$ cat src/rtl/fifo_arb_pkg.sv
// Shared definitions for the FIFO write-port arbiter.
//   arb_state_e    : arbiter FSM states (IDLE, BURST)
//   DEF_*          : default parameter values for the top level
//   idx_to_onehot  : index (0..7) to one-hot conversion, MAX_REQ bits wide
package fifo_arb_pkg;

  typedef enum logic {
    IDLE  = 1'b0,
    BURST = 1'b1
  } arb_state_e;

  localparam int DEF_NUM_REQ    = 4;
  localparam int DEF_DATA_WIDTH = 8;
  localparam int DEF_MAX_BURST  = 8;
  localparam int MAX_REQ        = 8;

  function automatic logic [MAX_REQ-1:0] idx_to_onehot(input logic [2:0] idx);
    logic [MAX_REQ-1:0] oh;
    oh      = '0;
    oh[idx] = 1'b1;
    return oh;
  endfunction

endpackage

$ cat src/rtl/fifo_write_arbiter_rr_pick.sv
// Combinational round-robin picker.
//   req_i   : per-requester request levels
//   last_i  : index of the most recently granted requester
//   pick_o  : first requester with req set, searching from last_i+1 and wrapping
//   valid_o : high when any request is set (pick_o is meaningful)
module rr_pick #(
  parameter int NUM_REQ = 4,
  parameter int IDX_W   = $clog2(NUM_REQ)
) (
  input  logic [NUM_REQ-1:0] req_i,
  input  logic [IDX_W-1:0]   last_i,
  output logic [IDX_W-1:0]   pick_o,
  output logic               valid_o
);

  logic [IDX_W-1:0] idx;

  // Scan from the farthest offset down to the nearest, so the nearest
  // set request after last_i is the one left in pick_o.
  always_comb begin
    pick_o  = '0;
    valid_o = 1'b0;
    idx     = '0;
    for (int off = NUM_REQ; off >= 1; off--) begin
      idx = IDX_W'((int'(last_i) + off) % NUM_REQ);
      if (req_i[idx]) begin
        pick_o  = idx;
        valid_o = 1'b1;
      end
    end
  end

endmodule

$ cat src/rtl/fifo_write_arbiter.sv
// Round-robin arbiter sharing the FIFO write port among NUM_REQ producers.
// One requester owns the port for a burst of up to MAX_BURST words; its
// accepted words are forwarded as a registered enqueue strobe plus data.
//
// Handshake: req[k] is the valid of producer k and is held, with its word
// stable on req_data, until a cycle where ack[k] is high; ack[k] is the
// combinational accept (grant & request & ~fifo_full) and a word is taken
// exactly on a rising edge where ack[k] was high.
//
//   clk_write  : write-domain clock, rising edge
//   reset      : asynchronous active-high reset
//   req        : per-requester request level
//   req_data   : packed words, requester k at [k*DATA_WIDTH +: DATA_WIDTH]
//   gnt        : registered one-hot grant, zero when idle
//   ack        : combinational per-word accept
//   fifo_full  : FIFO almost-full (at most one free slot)
//   enqueue    : registered FIFO write strobe
//   data_in    : registered FIFO write data
//   dbg_state  : current FSM state
module fifo_write_arbiter
  import fifo_arb_pkg::*;
#(
  parameter int NUM_REQ    = DEF_NUM_REQ,
  parameter int DATA_WIDTH = DEF_DATA_WIDTH,
  parameter int MAX_BURST  = DEF_MAX_BURST
) (
  input  logic                          clk_write,
  input  logic                          reset,
  input  logic [NUM_REQ-1:0]            req,
  input  logic [NUM_REQ*DATA_WIDTH-1:0] req_data,
  output logic [NUM_REQ-1:0]            gnt,
  output logic [NUM_REQ-1:0]            ack,
  input  logic                          fifo_full,
  output logic                          enqueue,
  output logic [DATA_WIDTH-1:0]         data_in,
  output arb_state_e                    dbg_state
);

  localparam int IDX_W = $clog2(NUM_REQ);
  localparam int CNT_W = $clog2(MAX_BURST + 1);

  arb_state_e              state_q, state_d;
  logic [IDX_W-1:0]        own_q, own_d;
  logic [IDX_W-1:0]        last_q, last_d;
  logic [CNT_W-1:0]        cnt_q, cnt_d;
  logic [NUM_REQ-1:0]      gnt_q, gnt_d;
  logic                    enq_q, enq_d;
  logic [DATA_WIDTH-1:0]   data_q, data_d;

  logic [IDX_W-1:0]        pick_idx;
  logic                    pick_valid;
  logic [NUM_REQ-1:0]      pick_oh;
  logic                    accept;
  logic [DATA_WIDTH-1:0]   own_data;

  rr_pick #(
    .NUM_REQ (NUM_REQ),
    .IDX_W   (IDX_W)
  ) u_rr_pick (
    .req_i   (req),
    .last_i  (last_q),
    .pick_o  (pick_idx),
    .valid_o (pick_valid)
  );

  assign pick_oh  = NUM_REQ'(idx_to_onehot(3'(pick_idx)));
  // gnt_q is only non-zero in BURST, so ack is zero when idle.
  assign ack      = gnt_q & req & {NUM_REQ{~fifo_full}};
  assign accept   = ack[own_q];
  assign own_data = req_data[int'(own_q)*DATA_WIDTH +: DATA_WIDTH];

  always_comb begin
    state_d = state_q;
    own_d   = own_q;
    last_d  = last_q;
    cnt_d   = cnt_q;
    gnt_d   = gnt_q;
    enq_d   = 1'b0;
    data_d  = data_q;
    case (state_q)
      IDLE: begin
        gnt_d = '0;
        if (pick_valid) begin
          state_d = BURST;
          own_d   = pick_idx;
          last_d  = pick_idx;
          cnt_d   = '0;
          gnt_d   = pick_oh;
        end
      end
      BURST: begin
        if (accept) begin
          enq_d  = 1'b1;
          data_d = own_data;
          cnt_d  = cnt_q + CNT_W'(1);
          if (cnt_q == CNT_W'(MAX_BURST - 1)) begin
            state_d = IDLE;
            gnt_d   = '0;
          end
        end else if (!req[own_q]) begin
          // Owner withdrew; a full FIFO with req still high is a stall instead.
          state_d = IDLE;
          gnt_d   = '0;
        end
      end
      default: begin
        state_d = IDLE;
        gnt_d   = '0;
      end
    endcase
  end

  always_ff @(posedge clk_write or posedge reset) begin
    if (reset) begin
      state_q <= IDLE;
      own_q   <= '0;
      last_q  <= IDX_W'(NUM_REQ - 1);
      cnt_q   <= '0;
      gnt_q   <= '0;
      enq_q   <= 1'b0;
      data_q  <= '0;
    end else begin
      state_q <= state_d;
      own_q   <= own_d;
      last_q  <= last_d;
      cnt_q   <= cnt_d;
      gnt_q   <= gnt_d;
      enq_q   <= enq_d;
      data_q  <= data_d;
    end
  end

  assign gnt       = gnt_q;
  assign enqueue   = enq_q;
  assign data_in   = data_q;
  assign dbg_state = state_q;

endmodule

$ cat config.mk
export PLATFORM = sky130hd
export DESIGN_NAME = fifo_write_arbiter
export DESIGN_NICKNAME = d
export VERILOG_FILES = /design/src/rtl/fifo_arb_pkg.sv /design/src/rtl/fifo_write_arbiter_rr_pick.sv /design/src/rtl/fifo_write_arbiter.sv
export SDC_FILE = /design/constraint.sdc
export NUM_CORES = 1
export LEC_CHECK = 0
export ABC_AREA = 1
export ABC_CLOCK_PERIOD_IN_PS = 3200
export CORE_MARGIN = 2
export CORE_UTILIZATION = 42
export CTS_BUF_LIST = sky130_fd_sc_hd__clkbuf_2
export DETAILED_ROUTE_END_ITERATION = 8
export PLACE_DENSITY = 0.77
export SLEW_MARGIN = 0
export SYNTH_ARGS = -nofsm -noshare
export SYNTH_HDL_FRONTEND = slang
export SYNTH_HIERARCHICAL = 1
export SYNTH_SLANG_ARGS = --single-unit
$ cat constraint.sdc
create_clock -name clk_write -period 3.2 [get_ports clk_write]
set_clock_uncertainty 0.1 [all_clocks]
set_input_delay 0.8 -clock clk_write [delete_from_list [all_inputs] [get_ports clk_write]]
set_output_delay 0.8 -clock clk_write [all_outputs]
set_load 0.1 [all_outputs]
# [After elaboration in Yosys (flattened, before gate mapping)]
# Cells that the tools add are included.
[word_totals] ff_bits=22 inputBits=39 out_inout_bits=18 word_cells=71
[classes] addsub=5 magnitude_cmp=7 n_eq_ne=5 shift=1 n_mux=37 bitwise_logic=4 n_reduce_logical=5
[ops] op="variable part select 32 x 6 -> 8 bit" count=1
[ops] op="two-way mux 4 bit" count=6
[ops] op="two-way mux 1 bit" count=17
[ops] op="one-hot mux 4 bit (2 select lines)" count=2
[ops] op="< comparator 2 x 3 -> 1 bit, second input constant" count=5
[ops] op="binary-select mux 1 bit (select 2 bit)" count=6
[ops] op="bitwise AND 4 bit" count=2
[ops] op="two-way mux 2 bit" count=4
[ops] op="AND reduction 2 bit" count=4
[ops] op="adder 2 x 1 -> 2 bit, second input constant" count=2
[ops] op="adder 2 bit, second input constant" count=2
[ops] op="adder 4 x 1 -> 4 bit, second input constant" count=1
[ops] op="equality test 4 x 3 -> 1 bit, second input constant" count=1
[ops] op="< comparator 2 x 4 -> 1 bit, second input constant" count=1
[ops] op="inequality test 3 x 2 -> 1 bit, second input constant" count=1
[ops] op="inequality test 3 bit, second input constant" count=1
[ops] op="demux 1 bit (select 2 bit)" count=1
[ops] op=">= comparator 2 x 1 -> 1 bit, second input constant" count=1
[ops] op="inequality test 2 x 1 -> 1 bit, second input constant" count=1
[ops] op="inequality test 2 bit, second input constant" count=1
[ops] op="inverter 1 bit" count=2
[ops] op="one-hot mux 1 bit (2 select lines)" count=1
[ops] op="logical AND 1 bit" count=1

# [Depth between registers and ports, before layout]
# Gate-level depths: netlist of run 1.
[depth] ltp_word=13 depth_mapped=14 depth_no_buf=13

# [Hierarchy]
# Netlist of run 1, hierarchy kept.
[modules_own_cells] mod="fifo_write_arbiter" instances=1 cells_per_inst=172 area_per_inst_um2=1267.5 seq_area_each_um2=553.0
[modules_own_cells] mod="rr_pick" instances=1 cells_per_inst=49 area_per_inst_um2=226.5 seq_area_each_um2=0.0

# [Least setup slack after synthesis of run 1]
# Ideal clock, no wire load.
[synth_path] kind="register -> output" start="reg gnt_q[1], in the netlist gnt[1]" end="out ack[1]" arrival_ns=2.316 required_time_ns=2.300 slack_ns=-0.016 stages_incl_launch_ff=3 path_buffers=0 path_cell_list="dfrtp_1 nand2_1 nor2_1"
[synth_via] elab_chain_cells=2
[synth_lines] item="start, declared" line="fifo_write_arbiter.sv:46" text="logic [NUM_REQ-1:0] gnt_q, gnt_d;"
[synth_lines] item="start signal, assigned" line="fifo_write_arbiter.sv:127" text="gnt_q <= gnt_d;"
[synth_lines] item="bitwise AND 4 bit (2 in a row)" line="fifo_write_arbiter.sv:68" text="assign ack = gnt_q & req & {NUM_REQ{~fifo_full}};"
[synth_lines] item="end, declared" line="fifo_write_arbiter.sv:32" text="output logic [NUM_REQ-1:0] ack,"
# Every way passes these cells.

# [Final worst setup path of run 1]
[layout_path] start="in req[0]" end="out ack[0]"
[layout_via] elab_chain_cells=2
[layout_lines] item="start, declared" line="fifo_write_arbiter.sv:29" text="input logic [NUM_REQ-1:0] req,"
[layout_lines] item="bitwise AND 4 bit (2 in a row)" line="fifo_write_arbiter.sv:68"
# Every way passes these cells.

==> impl_results.md, run 1 <==
* Starting Density at 44.1%
* CP required at 2.30 ns
* Slew Viols, Final at 0
* Fmax at 0.367 GHz
* First-pass iteration count of the detailed router at 4
* Port Buffers at 56
* GRT overflow at 0
* Asr flop ratio synth at 100%
* Max stage delay on crit path at 0.52 ns
* Most common cell in the netlist: nand2_1
* Final worst setup slack at 0.477 ns
* Cts repair resizes at 0
* I/O pins at 57
* Outcome: finished, final reports clean
* FF-to-FF End: data_in[4]$_DFFE_PP0P_
* Fin nets at 314
* CP cell instances: clkdlybuf4s50_1, nand2_1, nor2_2, buf_12
* Internal power at 833 uW
* WP data arrival at 1.82 ns
* Post-route ant nets at 0
* GPL Wtd Cong at 0.864
* CP Launch Point: req[0]
* Area contributors post-synth: dfrtp_1, nand2_1, o21ai_0
* Final hold viol count at 0
* Vias in the first global route at 1561
* Synth top area share at 33.5%
* CP delay by family, top: buffers and inverters
* Final Cycle Share at 85.1%
* # DRC at 0
* Warnings, synthesis at 6
* Initial antenna violation count at 0
* CP max stage cell: clkdlybuf4s50_1
* RSZ-0062 raised after global routing: false
* Worst slack, placed at 0.516 ns
* CP Depth at 4
* Sequential Power Share at 24.0%
* Area grow syn2layout at 38.9%
* R2R depth at 7
* CP Capture Type: output port
* P per Cell Area at 1030 nW/um^2
* Via Count at 1570
* Synth top cells by count: nand2_1, nor2_1, dfrtp_1
* First-pass GRT wire length at 6950 um
* Static Leak at 1.05 nW
* Crit path kind: input pin to output port
* Hold buffer count at cts at 0
* Util after Layout at 61.2%
* Avg Cell Area, Syn at 6.76 sq um
* Chip width at 63.6 um
* Register area at 553 sq um
* Seq/Total Area, Yosys at 37.0%
* Die span in y at 63.6 um
* Clock group share of total power at 5.1%
* Reg clk slew, reported paths at 0.20 ns
* Multi-input gate area at 792 sq um
* Core box area at 3390 sq um
* Fillers at 310
* Largest net degree at the start of global routing at 23
* DP HPWL at 3150 um
* Gr usage total at 21.6%
* Peak supply drop at 0.566 mV
* Clock root cell: clkbuf_2
* CP Buf/Inv Count at 2
* Worst setup path endpoint: ack[0]
* Routed len/inst at 12.8 um
* Num Clock Sinks at 22
* Worst setup SP type: input pin
* Via density at 4.92
* Ant diodes at 0
* Cell accounting for the most synthesized area: dfrtp_1
* Total power at 2.15 mW
* Maximum Capacitance Violations at 0
* Combinational share of power at 70.9%
* Switch Pwr at 1.31 mW
* Max_slew headroom at 45.1%
* Worst slew pin tran at 0.822 ns
* Row count at 21
* TritonCTS clock tree: done
* Switching share of power at 61.2%
* Die ar. at 4050 sq um
* Register-to-register setup slack at 1.35 ns
* EDFF count, synth at 0
* Setup TNS Final at 0 ns
* Hold WC Path Type: register to register
* Hold depth at 2
* CP max FO at 4
* Fin crit period at 2.72 ns
* Clk buf depth at 2
* Hold slack at 0.405 ns
* RR Startpoint: own_q[0]$_DFFE_PP0P_
* Share of layout cells above drive strength 1 at 15.8%
* Syn_nets at 261
* Predominant post-synthesis flop cell: dfrtp_1
* Clock Latency Late Sink at 0.33 ns
* Routed Wire Length at 4070 um
* Setup Fix Bufs, Post-CTS at 0
* Post-Synthesis Cells at 221
* Yosys reg bits at 22
* Final setup violation count at 0
* H-tree depth at 1
* Cell Area, Synth at 1490 sq um
* Iteration-0 DRC Markers at 69
* Post-synth cell types at 27
* TritonCTS Buffers at 3
[worst register-to-register path: stages, from the launching register on]
cell and delay (ns):
dfrtp_1 0.42, inv_1 0.45, nand2_1 0.14, nand3_2 0.12
nand3_4 0.19, inv_2 0.24, nand2_1 0.08, nand2_1 0.07
[layout make-up]
| class | count | share of cell area [%] |
|---|---|---|
| sequential | 22 | 26.7 |
| multi-input combinational | 171 | 38.2 |
| inverter | 19 | 3.86 |
| clock inverter | 1 | 0.181 |
| timing repair buffer | 57 | 27.6 |
| clock buffer | 3 | 0.724 |
| tap | 46 | 2.77 |
[per-layer routing]
layer  track usage, %  wire length, um  up-vias
met4             6.25               53        0
met2             38.2             2070       31
met5                0                0        -
met1             26.8             1810      725
met3             3.93              137        6
li1                 -                -      808
[cell usage in the layout, fill, tap and decap left out, types with 2 or more instances in the layout]
master	instances
nor2_2	5
buf_4	15
clkdlybuf4s50_1	38
nand3_2	2
nand2_1	86
o22ai_1	8
clkbuf_2	3
nand2_2	5
o21ai_0	18
buf_12	4
nand3_1	16
nor2_1	22
dfrtp_1	20
dfstp_2	2
inv_1	16
[cell families after synthesis]
family	Yosys count	synth area share (%)
and+or+nand+nor	140	40.5
xor gates and xnor gates	1	0.586
buffers and inverters	28	10.1
AOI/OAI and AO/OA	29	10.9
adders and majority gates	1	0.837
DFF	22	37.0
[stage by stage]
step	cells	instance area, sq um
6_report	319	2070
3_5_place_dp	315	2060
3_3_place_gp	315	2060
5_1_grt	319	2070
2_1_floorplan	221	1500
4_1_cts	319	2070
[registers in the layout, summed over array words and instances (netlist names)]
register   flops
last_q         2
gnt            4
own_q          2
dbg_state      1
enqueue        1
cnt_q          4
data_in        8
[worst min path at each step]
| stage | start | to | slack (ns) |
|---|---|---|---|
| 2_1_floorplan | last_q[0]$_DFFE_PP1P_ | last_q[0]$_DFFE_PP1P_ | 0.36 |
| 3_3_place_gp | data_in[4]$_DFFE_PP0P_ | data_in[4]$_DFFE_PP0P_ | 0.36 |
| 3_5_place_dp | data_in[5]$_DFFE_PP0P_ | data_in[5]$_DFFE_PP0P_ | 0.37 |
| 4_1_cts | data_in[5]$_DFFE_PP0P_ | data_in[5]$_DFFE_PP0P_ | 0.41 |
| 5_1_grt | last_q[1]$_DFFE_PP1P_ | last_q[1]$_DFFE_PP1P_ | 0.43 |
| 6_report | data_in[5]$_DFFE_PP0P_ | data_in[5]$_DFFE_PP0P_ | 0.41 |
[power by group through the flow]
stage	logic [mW]	clock network, mW	registers (mW)
after floorplan	0.760	0	0.983
after global placement	1.50	0	0.518
after detailed placement	1.52	0	0.521
after CTS	1.53	0.116	0.515
after global routing	1.66	0.123	0.533
final	1.52	0.110	0.514
Note: power is estimated with default switching activity, not from simulation.
==> run 2, diff against run 1 <==
- CAP_MARGIN: unset -> 20
==> results of run 2 <==
Same layout as run 1: the final DEF is identical, and so are final timing and power.
==> run 3, diff against run 2 <==
--- a/config.mk
+++ b/config.mk
@@ -13,5 +13,6 @@
 export CTS_BUF_LIST = sky130_fd_sc_hd__clkbuf_2
 export DETAILED_ROUTE_END_ITERATION = 8
-export PLACE_DENSITY = 0.77
+export MAX_ROUTING_LAYER = met4
+export PLACE_DENSITY = 0.83
 export SLEW_MARGIN = 0
 export SYNTH_ARGS = -nofsm -noshare
--- a/constraint.sdc
+++ b/constraint.sdc
@@ -3,3 +3,3 @@
 set_input_delay 0.8 -clock clk_write [delete_from_list [all_inputs] [get_ports clk_write]]
 set_output_delay 0.8 -clock clk_write [all_outputs]
-set_load 0.1 [all_outputs]
+set_load 0.05 [all_outputs]
==> run 3 against run 2 <==
Effect of this change:
- count of clock-buffer cells in the layout did not move
- sequential cell count did not move
- sequential share of layout area fell by 0.41 points
- hold slack barely moved
- power fell by 12%
- routed wire length fell by 1.6%
- sequential power barely moved
==> impl_results.md, run 3 (synthesis results as in run 1) <==
* Starting Density at 44.1%
* Max_slew headroom at 45.7%
* Setup Fix Bufs, Post-CTS at 0
* Routed Wire Length at 4010 um
* Most frequent cells in the layout: nand2_1, clkdlybuf4s50_1, nor2_1
* DR top layer: met4
* I/O pins at 57
* Fmax at 0.378 GHz
* Slew Viols, Final at 0
* RR Startpoint: own_q[0]$_DFFE_PP0P_
* Clock root cell: clkbuf_2
* DP HPWL at 3140 um
* Hold buffer count at cts at 0
* Worst slack, placed at 0.551 ns
* Max stage delay on crit path at 0.54 ns
* First-pass GRT wire length at 6880 um
* Ant diodes at 0
* Layout Cells excl Fill at 319
* Metal-1 WL at 1740 um
* RSZ-0062 raised after global routing: false
* CP max FO at 4
* TritonCTS clock tree: done
* Crit path kind: input pin to output port
* Clock Latency Late Sink at 0.35 ns
* CP required at 2.30 ns
* Setup TNS Final at 0 ns
* WP data arrival at 1.75 ns
* CP Capture Type: output port
* Static Leak at 1.03 nW
* Core box area at 3390 sq um
* Final Cycle Share at 82.7%
* Routed len/inst at 12.6 um
* Util after Layout at 62.2%
* GRT overflow at 0
* R2R depth at 8
* CP Launch Point: req[3]
* Iteration-0 DRC Markers at 89
* P per Cell Area at 896 nW/um^2
* Cell count after placement at 315
* Via density at 4.97
* Cts repair resizes at 0
* Largest net degree at the start of global routing at 23
* Fillers at 304
* H-tree depth at 1
* FF-to-FF End: data_in[0]$_DFFE_PP0P_
* Hold WC Path Type: register to register
* Num Clock Sinks at 22
* Peak supply drop at 0.376 mV
* Gr usage total at 22.3%
* Max reg flops at 8
* CP max stage cell: clkdlybuf4s50_1
* Outcome: finished, final reports clean
* Area grow syn2layout at 41.0%
* Via Count at 1587
* Routed length on met3 at 142 um
* First-pass iteration count of the detailed router at 4
* Met2 wire len at 2010 um
* Final setup violation count at 0
* Fin crit period at 2.65 ns
* CP cell instances: clkdlybuf4s50_1, nand2_1, nor2_2, buf_12
* Die span in y at 63.6 um
* Port Buffers at 56
* GPL Wtd Cong at 0.893
* Reg clk slew, reported paths at 0.21 ns
* Fin nets at 314
* Post-route ant nets at 0
* Worst setup SP type: input pin
* Register-to-register setup slack at 1.12 ns
* Chip width at 63.6 um
* TritonCTS Buffers at 3
* Worst slew pin tran at 0.813 ns
* Vias in the first global route at 1506
* Final hold viol count at 0
* # DRC at 0
* Clk buf depth at 2
* Most common cell after layout, fill and taps aside: nand2_1
* Initial antenna violation count at 0
* Final worst setup slack at 0.553 ns
* Share of layout cells above drive strength 1 at 10.3%
* Die ar. at 4050 sq um
* Row count at 21
* Maximum Capacitance Violations at 0
* Worst setup path endpoint: ack[3]
-- run 3: per-layer routing --
| layer | GRT usage (%) | up-vias |
|---|---|---|
| li1 | - | 805 |
| met1 | 26.8 | 730 |
| met2 | 36.3 | 42 |
| met3 | 4.29 | 10 |
| met4 | 10.1 | 0 |
| met5 | - | - |
-- run 3: critical path: cells and delay by family --
kind	cells	cell delay, ns
buffers and inverters	2	0.70
and+or+nand+nor	2	0.25
-- run 3: layout make-up --
class	count	area [sq um]	area share, %
clock buffer	3	15.0	0.713
inverter	19	80.1	3.80
multi-input combinational	171	790	37.5
sequential	22	553	26.2
tap	46	57.6	2.73
timing repair buffer	57	608	28.9
clock inverter	1	3.75	0.178
-- run 3: report_power, final --
group / switching, mW / leakage, nW / internal [mW]
Sequential: 0.110 / 0.279 / 0.402
Clock: 0.0871 / 0.0140 / 0.0271
Combinational: 0.831 / 0.736 / 0.430
Total: 1.03 / 1.03 / 0.859
-- run 3: stage by stage --
| stage | instance area (sq um) | total power, mW | hold WS, ns |
|---|---|---|---|
| 2_1_floorplan | 1490 | 1.47 | 0.355 |
| 5_1_grt | 2110 | 2.06 | 0.429 |
| 6_report | 2110 | 1.89 | 0.406 |
| 3_5_place_dp | 2090 | 1.78 | 0.365 |
| 4_1_cts | 2110 | 1.89 | 0.409 |
| 3_3_place_gp | 2090 | 1.75 | 0.360 |
-- run 3: how the worst min path moves through the flow --
stage / startpoint / end / slack, ns / depth (start not counted)
CTS: data_in[3]$_DFFE_PP0P_ / data_in[3]$_DFFE_PP0P_ / 0.41 / 2
global route: data_in[4]$_DFFE_PP0P_ / data_in[4]$_DFFE_PP0P_ / 0.43 / 2
finish: data_in[3]$_DFFE_PP0P_ / data_in[3]$_DFFE_PP0P_ / 0.41 / 2
floorplan: last_q[0]$_DFFE_PP1P_ / last_q[0]$_DFFE_PP1P_ / 0.36 / 2
detailed placement: data_in[3]$_DFFE_PP0P_ / data_in[3]$_DFFE_PP0P_ / 0.36 / 2
global placement: data_in[7]$_DFFE_PP0P_ / data_in[7]$_DFFE_PP0P_ / 0.36 / 2
